==> src/rtl/mips_pkg.sv <==
// Shared definitions for the MIPS front-end: forwarding-select encodings,
// PC sequencer state type and the default reset fetch address.
package mips_pkg;

   localparam logic [1:0] FWD_RF  = 2'd0;
   localparam logic [1:0] FWD_EX  = 2'd1;
   localparam logic [1:0] FWD_MEM = 2'd2;

   localparam logic [31:0] DEFAULT_RESET_PC = 32'h0000_3000;

   typedef enum logic {
      ST_WAIT  = 1'b0,
      ST_FETCH = 1'b1
   } pc_seq_state_t;

endpackage

==> src/rtl/jr_fwd_unit.sv <==
// Combinational jr operand logic: load-use hazard detect and forwarding
// source select for the jr register operand.
module jr_fwd_unit
   import mips_pkg::*;
(
   input  logic       i_redirect_jr,
   input  logic [4:0] i_jr_rs,
   input  logic       i_ex_wr_en,
   input  logic       i_ex_is_load,
   input  logic [4:0] i_ex_wr_addr,
   input  logic       i_mem_wr_en,
   input  logic [4:0] i_mem_wr_addr,
   output logic       o_hz,
   output logic [1:0] o_fwd_sel
);

   logic w_rs_nz;
   logic w_ex_match;
   logic w_mem_match;

   assign w_rs_nz     = (i_jr_rs != 5'd0);
   assign w_ex_match  = w_rs_nz & i_ex_wr_en & (i_ex_wr_addr == i_jr_rs);
   assign w_mem_match = w_rs_nz & i_mem_wr_en & (i_mem_wr_addr == i_jr_rs);

   // A load in EX has no result yet, so the jr must wait one cycle.
   assign o_hz = i_redirect_jr & w_ex_match & i_ex_is_load;

   always_comb begin
      o_fwd_sel = FWD_RF;
      if (w_ex_match && !i_ex_is_load) begin
         o_fwd_sel = FWD_EX;
      end else if (w_mem_match) begin
         o_fwd_sel = FWD_MEM;
      end
   end

endmodule

==> src/rtl/pc_sequencer.sv <==
// Program counter owner and fetch sequencer for the MIPS front-end.
// MIPS_DELAY_SLOT_EN: when defined, the post-branch instruction executes and ifid_flush stays 0.
module pc_sequencer
   import mips_pkg::*;
#(
   parameter logic [31:0] RESET_PC          = DEFAULT_RESET_PC,
   parameter int          RESET_WAIT_CYCLES = 2
) (
   input  logic        clk,
   input  logic        rst_n,
   input  logic [31:0] npc,
   input  logic        redirect_jr,
   input  logic        redirect_j,
   input  logic        redirect_br,
   input  logic [4:0]  jr_rs,
   input  logic        ex_wr_en,
   input  logic        ex_is_load,
   input  logic [4:0]  ex_wr_addr,
   input  logic        mem_wr_en,
   input  logic [4:0]  mem_wr_addr,
   input  logic        imem_ready,
   input  logic        ext_stall,
   output logic [31:0] pc,
   output logic        imem_req,
   output logic        ifid_write,
   output logic        ifid_flush,
   output logic        idex_bubble,
   output logic [1:0]  fwd_sel
);

   localparam int CNT_W = (RESET_WAIT_CYCLES > 1) ? $clog2(RESET_WAIT_CYCLES) : 1;
   localparam logic [CNT_W-1:0] CNT_INIT = CNT_W'(RESET_WAIT_CYCLES - 1);

   pc_seq_state_t   r_state, w_state_next;
   logic [CNT_W-1:0] r_cnt, w_cnt_next;
   logic [31:0]     r_pc, w_pc_next;
   logic            w_hz;
   logic            w_fire;
   logic            w_redirect;
   logic [1:0]      w_fwd_sel;

   jr_fwd_unit u_jr_fwd (
      .i_redirect_jr (redirect_jr),
      .i_jr_rs       (jr_rs),
      .i_ex_wr_en    (ex_wr_en),
      .i_ex_is_load  (ex_is_load),
      .i_ex_wr_addr  (ex_wr_addr),
      .i_mem_wr_en   (mem_wr_en),
      .i_mem_wr_addr (mem_wr_addr),
      .o_hz          (w_hz),
      .o_fwd_sel     (w_fwd_sel)
   );

   // The jr > j > br priority is already folded into npc upstream; any redirect takes it.
   assign w_redirect = redirect_jr | redirect_j | redirect_br;
   assign pc         = r_pc;

   always_ff @(posedge clk or negedge rst_n) begin
      if (!rst_n) begin
         r_state <= ST_WAIT;
         r_cnt   <= CNT_INIT;
         r_pc    <= RESET_PC;
      end else begin
         r_state <= w_state_next;
         r_cnt   <= w_cnt_next;
         r_pc    <= w_pc_next;
      end
   end

   always_comb begin
      w_state_next = r_state;
      w_cnt_next   = r_cnt;
      w_pc_next    = r_pc;
      w_fire       = 1'b0;
      imem_req     = 1'b0;
      ifid_write   = 1'b0;
      ifid_flush   = 1'b0;
      idex_bubble  = 1'b0;
      fwd_sel      = FWD_RF;
      case (r_state)
         ST_WAIT: begin
            if (r_cnt == '0) begin
               w_state_next = ST_FETCH;
            end else begin
               w_cnt_next = r_cnt - CNT_W'(1);
            end
         end
         ST_FETCH: begin
            imem_req    = 1'b1;
            fwd_sel     = w_fwd_sel;
            w_fire      = imem_ready & ~w_hz & ~ext_stall;
            ifid_write  = w_fire;
            idex_bubble = ~ext_stall & ~w_fire;
`ifdef MIPS_DELAY_SLOT_EN
            ifid_flush  = 1'b0;
`else
            ifid_flush  = w_fire & w_redirect;
`endif
            if (w_fire) begin
               w_pc_next = w_redirect ? (npc & 32'hFFFF_FFFC) : (r_pc + 32'd4);
            end
         end
         default: begin
            w_state_next = ST_WAIT;
         end
      endcase
   end

endmodule

==> config.mk <==
export PLATFORM = sky130hd
export DESIGN_NAME = pc_sequencer
export DESIGN_NICKNAME = d
export VERILOG_FILES = /design/src/rtl/mips_pkg.sv /design/src/rtl/jr_fwd_unit.sv /design/src/rtl/pc_sequencer.sv
export SDC_FILE = /design/constraint.sdc
export NUM_CORES = 1
export LEC_CHECK = 0
export CORE_ASPECT_RATIO = 1.1
export CORE_UTILIZATION = 46
export CTS_CLUSTER_SIZE = 8
export DETAILED_ROUTE_END_ITERATION = 16
export PLACE_DENSITY = 0.87
export SYNTH_ARGS = -nofsm -noshare
export SYNTH_HDL_FRONTEND = slang
export SYNTH_SLANG_ARGS = --single-unit
==> constraint.sdc <==
create_clock -name clk -period 9.6 [get_ports clk]
set_clock_uncertainty 0.15 [all_clocks]
set_input_delay 2.88 -clock clk [delete_from_list [all_inputs] [get_ports clk]]
set_output_delay 2.88 -clock clk [all_outputs]
set_load 0.01 [all_outputs]
Yosys cells after proc, flatten, opt, wreduce, memory -nomap -nowiden --
Index checks and enable logic that the tools add are counted.
Storage, ports and cells: register bits 34, input port bits 57, output and inout bits 38, word-level logic and storage cells 37
Operators by class: add/subtract/negate cells 2, equality and inequality tests 2, mux-type cells 11, bitwise logic cells 15, reductions and logical operators 4
Operators with widths (count):
- adder 32 x 3 -> 32 bit, second input constant | 1
- two-way mux 32 bit | 1
- bitwise AND 1 bit | 10
- equality test 5 bit | 2
- two-way mux 1 bit | 7
- two-way mux 2 bit | 3
- nonzero test 5 bit | 1
- inverter 1 bit | 3
- bitwise OR 1 bit | 2
- AND reduction 2 bit | 1
- logical AND 1 bit | 1
- zero test 1 bit | 1
- subtractor 1 bit, second input constant | 1

Depth between registers and ports, before layout --
depth after elaboration 11, mapped depth 7, depth with buffers taken out 6

Hierarchy --
A second synthesis with hierarchy kept.
Unflattened totals: cell total of the unflattened synthesis 263, area total of the unflattened synthesis 2215.9 µm²
By module, submodules not included:
- pc_sequencer | instances 1, cells each 240, area each 2053.2 µm², sequential area each 804.5 µm²
- jr_fwd_unit | instances 1, cells each 23, area each 162.7 µm², sequential area each 0.0 µm²

Least setup slack after synthesis --
No wires, ideal clock.
path type in2out, from in jr_rs[1], to out ifid_flush, arrival time 4.181 ns, data required time 6.570 ns, slack 2.389 ns, cell stages on the path 5, path buffers 1, cell sequence or4_1 > o211ai_2 > o31ai_2 > clkbuf_1 > nor2_1
Between the ends: word-level cells in the longest chain between the ends 10, elaborated cells between the ends (all ways) 11, those cells by class 1 x eq/ne; 1 x mux; 8 x bitwise; 1 x reduce/logical
RTL lines:
- start: declaration | line pc_sequencer.sv:15 | input logic [4:0] jr_rs,
- nonzero test 5 bit | line jr_fwd_unit.sv:21 | assign w_rs_nz = (i_jr_rs != 5'd0);
- bitwise AND 1 bit | line jr_fwd_unit.sv:22 | assign w_ex_match = w_rs_nz & i_ex_wr_en & (i_ex_wr_addr == i_jr_rs);
- bitwise AND 1 bit (*) | line jr_fwd_unit.sv:22
- bitwise AND 1 bit (*) (2 in series) | line jr_fwd_unit.sv:26 | assign o_hz = i_redirect_jr & w_ex_match & i_ex_is_load;
- inverter 1 bit (*) | line pc_sequencer.sv:91 | w_fire = imem_ready & ~w_hz & ~ext_stall;
- bitwise AND 1 bit (*) (2 in series) | line pc_sequencer.sv:91
- bitwise AND 1 bit (*) | line pc_sequencer.sv:97 | ifid_flush = w_fire & w_redirect;
- two-way mux 1 bit (*) | line pc_sequencer.sv:80 | case (r_state)
- end: declaration | line pc_sequencer.sv:26 | output logic ifid_flush,
Every way passes the cells marked *; elsewhere a longest branch is shown, timed or not.

Final worst setup path --
Same ends and word-level chain as after synthesis.

==> impl_results.md <==
- Reg clk slew, reported paths: 60 ps
- Largest family of logic cells by synthesized area: compound AO/OA/AOI/OAI gates
- Largest delay share family, worst path: buffers and inverters
- Synth async-reset ratio: 1.000
- Crit path buf inv count: 3
- Diodes inserted: 0
- Die ar.: 4973 sq um
- Worst Hold Class: flop to flop
- Internal power: approximately 0.3 mW
- CTS Root Buffer Type: clkbuf_8
- Initial antenna violation count: 0
- IO Port Bufs: 90
- Net Switching: 0.1380 mW
- Die height: 73.86 microns
- Nets: 403
- Highest clock rate: roughly 0.12 GHz
- Critical Path Source Type: input pin
- Mapped cell area: ~2200 sq um
- Final hold slack: 320.6 ps
- Hold Fails Final Rpt: 0
- Final Cell Area: 3184 sq um
- CTS tree: done
- Share of cells above drive strength 1: 0.06358
- Post-CTS setup buffer count: 0
- DR pass1 iterations: 4
- YS warnings: 0
- Sequential cell area fraction in the yosys report: 0.3725
- Tcrit/Tclk final: 0.8647
- Routed WL per cell: 15.26 microns
- Critical Path RT: 6570 ps
- CTS Hold Bufs: 0
- Sink Count: 32
- Placed Area: between 3000 and 4000 sq um
- Clock network fraction of total power: 0.248
- Setup TNS: 0 ps
- Synth-to-layout area growth: 47.45%
- Maximum vdd drop: roughly 0.070 mV
- Vias per cell: 5.963
- Post-synthesis adder-cell area fraction: 0.005794
- Max-cap violations: 0
- Initial DRC count: 231
- Worst-skew pair later-pin latency: about 280 ps
- Post-Synth XOR/XNOR Area: 0.04056
- Multiplexer share of the synthesized area: 0.009270
- RSZ-0062 raised after global routing: false
- Largest net degree at the start of global routing: 58
- Crit path cell chain: clkdlybuf4s50_1 -> or4_1 -> o211ai_2 -> o31ai_4 -> buf_4 -> nor2_1 -> clkdlybuf4s50_1
- Via count: 2385
- Power share of the combinational group: 0.325
- CTS resizes: 0
- Slew Limit Headroom: 0.4565
- Gr ovfl total: 0
- Syn_area_per_cell: 8.274 sq um
- Main synth FF type: dfrtp_1
- Depth of the CTS H-tree: 2
- DRC: 0
- Power per Cell Area: between 100 and 150 nW/um^2
- Top Ports: 95
- Crit path capture type: output port
- Post-Route WL: 6104 microns
- Slew @ Worst Pin: around 800 ps
- CP Class: input pin to output port
- Post-synth EDFFs: 0
- Critical Path Fanout Max: 34
- Commonest non-fill, non-tap cells in the layout: 90 x clkdlybuf4s50_1, 30 x a21oi_1, 29 x dfrtp_1, 25 x nand2_1, 20 x nand3_1
- Synthesis-stage register bit count: 32
- DIE WIDTH: 67.33 microns
- Worst EP arrival: 5270 ps
- Fin crit period: 8301 ps
- Most common cell after layout, fill and taps aside: clkdlybuf4s50_1
- Status: completed
- Total CTS buffers: 5
- Sw Share: 0.3173
- Slowest-stage cell, CP: or4_1
- Vias in the first global route: 2149
- Final Core Density: 0.7220
- Post-synthesis compound-gate area fraction: 0.2816
- CTS Buffer Depth: 2
- Starting Density: 0.4896
- Final GP Congestion: 0.7769
- Post-synth cell types: 44
- Simple-gate area share of the yosys netlist: 0.2404
- Core box area: 4410 sq um
- Leak Pwr: 1.190 nW
- Worst path most repeated cell: clkdlybuf4s50_1
- GRT Total Usage: 0.2550
- DP HPWL: approximately 4200 microns
- Global-route wire length before repair: between 9000 and 10000 microns
- Reg power frac: 0.427
- Setup-failing EPs final: 0
- Syn Inst Count: 261
- Max incr delay on CP: 600 ps
- Final slew viol count: 0
- Routed Antenna Nets: 0
- Row cnt: 25
[path summary, 6_finish.rpt]
path,slack (ps),cells after the start,from,endpoint
min,320,1,r_cnt,r_state
max reg2reg,7150,6,pc[2],pc[30]
max in group asynchronous,6110,2,rst_n,pc[13]
min in group asynchronous,2830,2,rst_n,pc[4]
max,1300,7,jr_rs[1],ifid_flush
min reg2reg,320,1,r_cnt,r_state
[synth_stat cells, types with 5 or more instances]
| cell | instances | area (sq um) |
|---|---|---|
| xnor2_1 | 10 | 87.58 |
| nand2_1 | 25 | 93.84 |
| clkbuf_1 | 11 | 41.29 |
| a2bb2oi_1 | 18 | 157.7 |
| o21ai_0 | 10 | 50.05 |
| dfrtp_1 | 29 | 725.7 |
| nand4_1 | 11 | 68.82 |
| nor2_1 | 18 | 67.56 |
| o22ai_1 | 12 | 75.07 |
| buf_2 | 5 | 25.02 |
| a21oi_1 | 30 | 150.1 |
| o21ai_1 | 13 | 65.06 |
| nand3_1 | 20 | 100.1 |
[layer usage]
| metal | share of wire | track usage |
|---|---|---|
| met1 | 0.42 | 0.3215 |
| met4 | 0.014 | 0.07092 |
| met5 | 0 | 0 |
| met2 | 0.51 | 0.4233 |
| met3 | 0.061 | 0.06832 |
[power groups by stage]
stage	registers [mW]	clock network (mW)	logic, mW
detailed placement	0.188	0	0.141
CTS	0.185	0.110	0.142
global placement	0.186	0	0.138
finish	0.186	0.108	0.141
floorplan	0.189	0	0.0581
global route	0.189	0.114	0.154
[kinds of logic (layout without fill, tap and decap cells)]
kind of cell | after synthesis | in the layout
other | 1 | 2
XOR/XNOR | 10 | 10
multiplexers | 2 | 2
adder cells (fa/ha/maj) | 1 | 1
AND/OR/NAND/NOR | 97 | 97
flip-flops | 32 | 32
buffers and inverters | 23 | 107
AO/OA/AOI/OAI | 95 | 95
[area by class of cell]
cell class	count	area [sq um]
fillers	360	1226
multi-input cells	207	1269
clock buffers	8	90.09
well taps	54	67.56
flip-flops and latches	32	804.5
inverters	4	15.01
repair buffers	95	938.4
[registers in the layout, summed over array words and instances, names as in the netlist]
name and flops:
pc 30, r_state 1, r_cnt 1
[through the flow]
step / setup WS [ps] / power [mW] / std cells
finish: 1299 / 0.4350 / 400
global route: 1168 / 0.4576 / 400
CTS: 1277 / 0.4373 / 400
detailed placement: 1293 / 0.3289 / 392
global placement: 1333 / 0.3247 / 392
floorplan: 2389 / 0.2475 / 262
Power figures use the tool's default switching activity.
